<file path="config.mk">
export PLATFORM = sky130hd
export DESIGN_NAME = cmos_pattern_gen
export DESIGN_NICKNAME = d
export VERILOG_FILES = /design/src/rtl/cmos_pattern_gen.sv
export SDC_FILE = /design/constraint.sdc
export NUM_CORES = 1
export LEC_CHECK = 0
export BUFFER_PORTS_ARGS = -buffer_cell sky130_fd_sc_hd__buf_4
export CAP_MARGIN = 20
export CORE_MARGIN = 2
export CORE_UTILIZATION = 47
export CTS_BUF_LIST = sky130_fd_sc_hd__clkbuf_8
export CTS_CLUSTER_SIZE = 8
export DETAILED_ROUTE_END_ITERATION = 10
export MAX_ROUTING_LAYER = met4
export PLACE_DENSITY = 0.78
export SYNTH_ARGS = -nofsm -noshare
export SYNTH_HDL_FRONTEND = slang
export SYNTH_SLANG_ARGS = --single-unit
</file>
<file path="constraint.sdc">
create_clock -name clk -period 2.9 [get_ports clk]
set_input_delay 0.29 -clock clk [delete_from_list [all_inputs] [get_ports clk]]
set_output_delay 0.29 -clock clk [all_outputs]
set_load 0.02 [all_outputs]
</file>
<file path="src/rtl/cmos_pattern_gen.sv">
// CMOS image-sensor emulator: drives pclk / cmos_vsync / cmos_hsync / pix_cmos
// with a test pattern (spot, x-ramp, checkerboard or flat background).
// Optional macro PATGEN_NOISE_EN adds LFSR noise to background pixels.
module cmos_pattern_gen #(
  parameter int unsigned H_ACTIVE   = 640,
  parameter int unsigned H_BLANK    = 144,
  parameter int unsigned V_SYNC     = 3,
  parameter int unsigned V_BACK     = 17,
  parameter int unsigned V_ACTIVE   = 480,
  parameter int unsigned V_FRONT    = 10,
  parameter int unsigned PCLK_DIV   = 2,
  parameter int unsigned X_W        = 10,
  parameter int unsigned Y_W        = 9,
  parameter int unsigned SPOT_HALF  = 4,
  parameter int unsigned BG_LEVEL   = 16,
  parameter int unsigned SPOT_LEVEL = 240
) (
  input  logic           clk,
  input  logic           nRst,
  input  logic           enable,
  input  logic [1:0]     pattern_sel,
  input  logic [X_W-1:0] spot_x,
  input  logic [Y_W-1:0] spot_y,
  output logic           pclk,
  output logic           cmos_vsync,
  output logic           cmos_hsync,
  output logic [7:0]     pix_cmos,
  output logic           frame_done,
  output logic [7:0]     frame_cnt
);

  localparam int unsigned H_TOTAL = H_ACTIVE + H_BLANK;
  localparam int unsigned HW      = $clog2(H_TOTAL);
  localparam int unsigned DW      = $clog2(PCLK_DIV);
  localparam int unsigned VM1     = (V_SYNC > V_BACK) ? V_SYNC : V_BACK;
  localparam int unsigned VM2     = (V_ACTIVE > V_FRONT) ? V_ACTIVE : V_FRONT;
  localparam int unsigned V_MAX   = (VM1 > VM2) ? VM1 : VM2;
  localparam int unsigned LW      = $clog2(V_MAX + 1);

  typedef enum logic [2:0] {S_IDLE, S_VSYNC, S_VBACK, S_ACTIVE, S_VFRONT} state_t;

  state_t         state;
  logic [DW-1:0]  div, div_next;
  logic [HW-1:0]  hcnt;
  logic [LW-1:0]  lcnt, phase_last;
  logic [1:0]     sel_q;
  logic [X_W-1:0] sx_q;
  logic [Y_W-1:0] sy_q;
  logic           tick, line_end, phase_end, active_px, in_spot;
  logic [15:0]    xw, yw, sxw, syw;
  logic [7:0]     bg, pix_next;
`ifdef PATGEN_NOISE_EN
  logic [15:0]    lfsr;
`endif

  // Timing decode and pixel value for the position about to be presented
  always_comb begin
    div_next   = (div == DW'(PCLK_DIV - 1)) ? '0 : div + 1'b1;
    tick       = (state != S_IDLE) && (div == DW'(PCLK_DIV - 1));
    case (state)
      S_VSYNC:  phase_last = LW'(V_SYNC - 1);
      S_VBACK:  phase_last = LW'(V_BACK - 1);
      S_ACTIVE: phase_last = LW'(V_ACTIVE - 1);
      S_VFRONT: phase_last = LW'(V_FRONT - 1);
      default:  phase_last = '0;
    endcase
    line_end   = (hcnt == HW'(H_TOTAL - 1));
    phase_end  = line_end && (lcnt == phase_last);
    active_px  = (state == S_ACTIVE) && (hcnt < HW'(H_ACTIVE));
    xw         = 16'(hcnt);
    yw         = 16'(lcnt);
    sxw        = 16'(sx_q);
    syw        = 16'(sy_q);
    // Distances compared as one-sided widened sums so the spot clips at edges
    in_spot    = (xw + 16'(SPOT_HALF) >= sxw) && (xw <= sxw + 16'(SPOT_HALF)) &&
                 (yw + 16'(SPOT_HALF) >= syw) && (yw <= syw + 16'(SPOT_HALF));
`ifdef PATGEN_NOISE_EN
    bg         = 8'(BG_LEVEL) + {5'b0, lfsr[2:0]};
`else
    bg         = 8'(BG_LEVEL);
`endif
    case (sel_q)
      2'b00:   pix_next = in_spot ? 8'(SPOT_LEVEL) : bg;
      2'b01:   pix_next = xw[7:0];
      2'b10:   pix_next = (xw[3] ^ yw[3]) ? 8'hFF : 8'h00;
      default: pix_next = bg;
    endcase
  end

  // Frame FSM, pclk divider, raster counters and registered sensor outputs
  always_ff @(posedge clk or negedge nRst) begin
    if (!nRst) begin
      state      <= S_IDLE;
      div        <= '0;
      hcnt       <= '0;
      lcnt       <= '0;
      sel_q      <= '0;
      sx_q       <= '0;
      sy_q       <= '0;
      pclk       <= 1'b0;
      cmos_vsync <= 1'b0;
      cmos_hsync <= 1'b0;
      pix_cmos   <= '0;
      frame_done <= 1'b0;
      frame_cnt  <= '0;
`ifdef PATGEN_NOISE_EN
      lfsr       <= 16'hACE1;
`endif
    end else begin
      frame_done <= 1'b0;
      if (state == S_IDLE) begin
        div  <= '0;
        pclk <= 1'b0;
        if (enable) begin
          state <= S_VSYNC;
          hcnt  <= '0;
          lcnt  <= '0;
          sel_q <= pattern_sel;
          sx_q  <= spot_x;
          sy_q  <= spot_y;
        end
      end else begin
        div  <= div_next;
        pclk <= (div_next >= DW'(PCLK_DIV / 2));
        if (tick) begin
          cmos_vsync <= (state == S_VSYNC);
          cmos_hsync <= active_px;
          pix_cmos   <= active_px ? pix_next : '0;
`ifdef PATGEN_NOISE_EN
          lfsr       <= {lfsr[14:0], lfsr[15] ^ lfsr[13] ^ lfsr[12] ^ lfsr[10]};
`endif
          hcnt <= line_end ? '0 : hcnt + 1'b1;
          if (phase_end) begin
            lcnt <= '0;
            case (state)
              S_VSYNC:  state <= S_VBACK;
              S_VBACK:  state <= S_ACTIVE;
              S_ACTIVE: state <= S_VFRONT;
              S_VFRONT: begin
                frame_done <= 1'b1;
                frame_cnt  <= frame_cnt + 8'd1;
                if (enable) begin
                  state <= S_VSYNC;
                  sel_q <= pattern_sel;
                  sx_q  <= spot_x;
                  sy_q  <= spot_y;
                end else begin
                  state <= S_IDLE;
                end
              end
              default:  state <= S_IDLE;
            endcase
          end else if (line_end) begin
            lcnt <= lcnt + 1'b1;
          end
        end
      end
    end
  end

endmodule

</file>
== Word-level counts from Yosys, hierarchy flattened ==
Cells that the tools add are included.
Operators by class
  bitwise operators: 2
  div/mod/pow operators: 0
  add/subtract/negate cells: 8
  mux-type cells: 42
  $mul: 0
  shift-type cells: 0
  equal/unequal tests: 9
  order comparisons: 6
  reduce and logical (&&, ||, !) cells: 19
Operators by type and width (count)
  10-bit two-way mux: 9
  9-bit two-way mux: 10
  9-bit one-hot mux with 4 select lines: 1
  8-bit two-way mux: 3
  8-bit one-hot mux with 3 select lines: 1
  10-bit by 3-bit adder with 11-bit output (second input constant): 2
  9-bit by 3-bit adder with 10-bit output (second input constant): 2
  3-bit two-way mux: 4
  3-bit one-hot mux with 4 select lines: 1
  11-bit by 10-bit >= comparator with 1-bit output: 1
  10-bit by 11-bit <= comparator with 1-bit output: 1
  10-bit by 1-bit adder with 10-bit output (second input constant): 1
  10-bit == test (second input constant): 1
  10-bit by 9-bit >= comparator with 1-bit output: 1
  9-bit by 10-bit <= comparator with 1-bit output: 1
  10-bit less-than comparator (second input constant): 1
  2-bit two-way mux: 5
  9-bit by 1-bit adder with 9-bit output (second input constant): 1
  9-bit == test: 1
  3-bit AND reduction: 3
  8-bit by 1-bit adder with 8-bit output (second input constant): 1
  1-bit two-way mux: 8
  3-bit by 2-bit == test with 1-bit output (second input constant): 2
  1-bit logical AND: 6
  other kinds (15): 19
Word-level totals
  bits in writable memories: 0
  memory bits (read-only): 0
  flip-flop bits (word level): 64
  input bits: 24
  memories: 0
  latch bits: 0
  output and inout port bits: 20

== Logic depth before layout (Yosys ltp) ==
  depth after elaboration: 8
  depth in mapped cells: 11

== Worst setup path after synthesis ==
No wires, ideal clock.
  path kind: reg-to-reg
  start: register hcnt[3]
  end: register pix_cmos[6]
  clock period less this slack: 2374 ps
  data arrival time: 2232 ps
  buffers on the path: 0
  cell stages (with the launch flop): 12
  setup slack: 526 ps
  data required time: 2757 ps
  setup time: 143 ps
  path through: dfrtp_1 > ha_1 > nand3_1 > nor2_1 > xor2_1 > ha_1 > a21oi_1 > nor2b_1 > a311oi_1 > a211oi_1 > o2111ai_1 > o221ai_1
On the way
  cells in the longest elaborated chain, start to end: 8
  elaborated cells between the ends (all ways): 13
  classes of those cells: 1 x add/sub; 3 x order compare; 4 x mux; 1 x bitwise; 4 x reduce/logical
Ends and longest elaborated chain
  from (decl): RTL line 44  | logic [HW-1:0] hcnt;
  from (signal assigned): RTL line 132  | hcnt <= line_end ? '0 : hcnt + 1'b1;
  10-bit by 3-bit adder with 11-bit output: RTL line 75  | in_spot = (xw + 16'(SPOT_HALF) >= sxw) && (xw <= sxw + 16'(SPOT_HALF)) &&
  11-bit by 10-bit >= comparator with 1-bit output: RTL line 75
  1-bit logical AND (2 in series): RTL line 75
  1-bit logical AND: RTL line 76  | (yw + 16'(SPOT_HALF) >= syw) && (yw <= syw + 16'(SPOT_HALF));
  8-bit two-way mux: RTL line 83  | 2'b00: pix_next = in_spot ? 8'(SPOT_LEVEL) : bg;
  8-bit one-hot mux with 3 select lines: RTL line 82  | case (sel_q)
  8-bit two-way mux (*): RTL line 128  | pix_cmos <= active_px ? pix_next : '0;
  to (signal assigned): RTL line 128
  to (decl): RTL line 27  | output logic [7:0] pix_cmos,
Mark *: on every way between the ends. The rest lies on a longest branch, timed or not.
A chain may end at the register's enable or synchronous reset.

== Worst setup path after layout ==
Ends and elaborated chain as after synthesis.

==> qor.txt <==
CP Launch Type = register
DP HPWL = 7070 um
largest net degree at the start of global routing = 64
synth cell count leaders = 63 x dfrtp_1, 42 x ha_1, 35 x nand2_1
layout cells sized above 1 = 21.4%
Setup crit end = pix_cmos[6]
Yosys reg bits = 63
nets@finish = 543
clock sinks = 63
Synth top area share = 36.6%
# fillers = 765
pwr dens = 367 nW/um2
Slew headroom = 46.6%
grt ovf = 0
clk buf depth = 2
Worst Hold Class = input port to asynchronous set/reset pin
Residual DRC = 0
Max VDD drop = 0.188 mV
Reg2Reg Setup Slack = 0.20 ns
TritonCTS clock tree = built
Antenna Cells = 0
post-route ant nets = 0
Post-CTS Hold Buffers = 0
crit path time final = 2.70 ns
Synth warnings = 0
Synth area leaders = dfrtp_1 37%, ha_1 12%, mux2_4 7.0%
routability congestion estimate = 0.975
Die ar. = 9940 um2
R2R Path End = pix_cmos[6]
Fmax = 0.370 GHz
Rows = 34
Mean Syn Cell Area = 9.98 um2
pre-CTS setup slack = 0.238 ns
number of global-route vias before repair = 3329
clock latency on the worst-skew pair = 0.35 ns
Final period util = 93.1%
Root Buffer = clkbuf_8
core area = 8810 um2
number of synthesized flops with an enable pin = 0
fraction of registers with async set/reset = 100%
clock network power share = 49.4%
post-layout util = 56.1%
count of cell types in the netlist = 61
r2r worst-path depth = 11
Crit. Startpoint = hcnt[3]
register area = 1580 um2
Leakage Power = 2.36 nW
TritonRoute pass-1 iters = 4
Sw Pwr = 0.423 mW
critical path class = register to register
setup TNS = 0 ns
setup violators final = 0
multi-input logic area = 2530 um2
first-pass GRT wire length = 15800 um
Sequential Power Share = 48.4%
number of antenna violations at the first check in global routing = 0
Area growth syn-to-layout = 14.8%
Gate power share = 2.3%
Setup crit end kind = register
worst r2r src = hcnt[3]
GRT Total Usage = 20.7%
routed len/inst = 16.1 um
DRT iter0 DRCs = 161
Mapped Cells = 431
unrepaired setup endpoints after global routing = false
Chip Height = 99.7 um
max-cap violations = 0
CP required = 3.11 ns
final hold violation count = 0
CTS buffer count = 9
Clock Skew = 0.00892 ns
worst-path fanout max = 7
Post-Syn Nets = 497
leading register cell type out of synthesis = dfrtp_1
status = completed
Switching Fraction = 23.3%
post-CTS setup buffer count = 0
Worst Path Arrival = 2.91 ns
IO buf count = 43
IO Count = 44
die width = 99.7 um
final hold slack = 0.0248 ns
most frequent cell after synthesis = dfrtp_1
final worst setup slack = 0.200 ns
final slew viol count = 0
Worst-path clk slew = 0.08 ns
slew at the pin closest to its max-slew limit = 0.800 ns
cell taking the most area after synthesis = dfrtp_1
Internal = 1.39 mW
sequential-to-total area share from yosys stat = 36.6%
htree depth = 3
Vias = 3317
final wirelength = 9520 um
Initial Util = 48.9%
vias per cell = 5.62
post-CTS resize count = 0
Synth Cell Area = 4300 um2
## how the worst min path moves through the flow
stage	slack, ns	end	startpoint	cells after the start
floorplan	-0.006	cmos_hsync	nRst	0
global placement	0.42	sx_q[6]	nRst	1
detailed placement	0.44	sx_q[8]	nRst	1
CTS	0.05	sy_q[1]	nRst	1
global route	0.08	cmos_hsync	nRst	1
finish	0.02	sy_q[0]	nRst	1
## placed cells by master, fill, tap and decap left out, types with 4 or more instances in the layout
cell type | netlist | final
nand2b_1 | 4 | 4
nand4_1 | 9 | 9
xor2_1 | 11 | 11
ha_1 | 42 | 42
a211oi_1 | 5 | 5
buf_4 | 1 | 45
nor2_1 | 28 | 28
xnor2_1 | 33 | 33
mux2_4 | 20 | 20
nor3_1 | 5 | 5
nand3_1 | 21 | 21
inv_1 | 30 | 30
or3_1 | 5 | 5
o21ai_0 | 24 | 24
and3_1 | 6 | 6
nand2_1 | 35 | 35
dfrtp_1 | 63 | 63
nor2b_1 | 6 | 6
a21o_1 | 6 | 6
clkbuf_8 | 1 | 9
a21oi_1 | 18 | 18
## registers in the layout, indices dropped and copies added (netlist names)
| register | count |
|---|---|
| hcnt | 10 |
| sx_q | 10 |
| lcnt | 9 |
| sy_q | 9 |
| frame_cnt | 8 |
| pix_cmos | 8 |
| state | 3 |
| sel_q | 2 |
| cmos_hsync | 1 |
| cmos_vsync | 1 |
| div | 1 |
| frame_done | 1 |
## kinds of logic after synthesis
family,Yosys count,synth area share [%]
adder cells (fa/ha/maj),42,12.2
XOR/XNOR,44,8.96
buffers and inverters,41,4.54
AO/OA/AOI/OAI,80,12.7
multiplexers,24,8.00
AND/OR/NAND/NOR,137,17.0
flip-flops,63,36.6
## layer usage
layer  wire length, um  track usage (%)  share of wire (%)  vias up
li1                  -                -                  -     1612
met1              4170             24.7                 44     1633
met2              4890             35.2                 51       59
met3               296             4.29                3.1       13
met4               163             6.43                1.7        0
met5                 0                -                  0        -
## area by class of cell
type                            instances  area share, %
Clock buffer                            9           2.51
Clock inverter                          7           2.08
Inverter                               30           2.28
Multi-Input combinational cell        327           51.2
Sequential cell                        63           31.9
Tap cell                              108           2.74
Timing Repair Buffer                   46           7.24
## worst max-delay path, stage by stage, from the launching register on
cell and delay, ns:
dfrtp_1 0.50, ha_1 0.25, nand3_1 0.14, nor2_1 0.25
xor2_1 0.18, ha_1 0.26, a21oi_1 0.16, nor2b_1 0.06
a311oi_1 0.30, a211oi_1 0.12, o2111ai_1 0.17, o221ai_1 0.18
## power groups by stage
stage               Sequential (mW)  Combinational, mW  Clock [mW]
finish                        0.878             0.0411       0.896
global route                  0.878             0.0464       0.946
CTS                           0.878             0.0431       0.910
detailed placement            0.895             0.0434           0
global placement              0.895             0.0417           0
floorplan                     0.895           0.000752           0
## per-stage QoR
stage	power (mW)	std cells	cell area (um2)
after global routing	1.87	590	4940
after global placement	0.937	574	4710
final	1.81	590	4940
after detailed placement	0.939	574	4710
after floorplan	0.896	431	4300
after CTS	1.83	590	4940
Note: power is estimated with default switching activity, not from simulation.
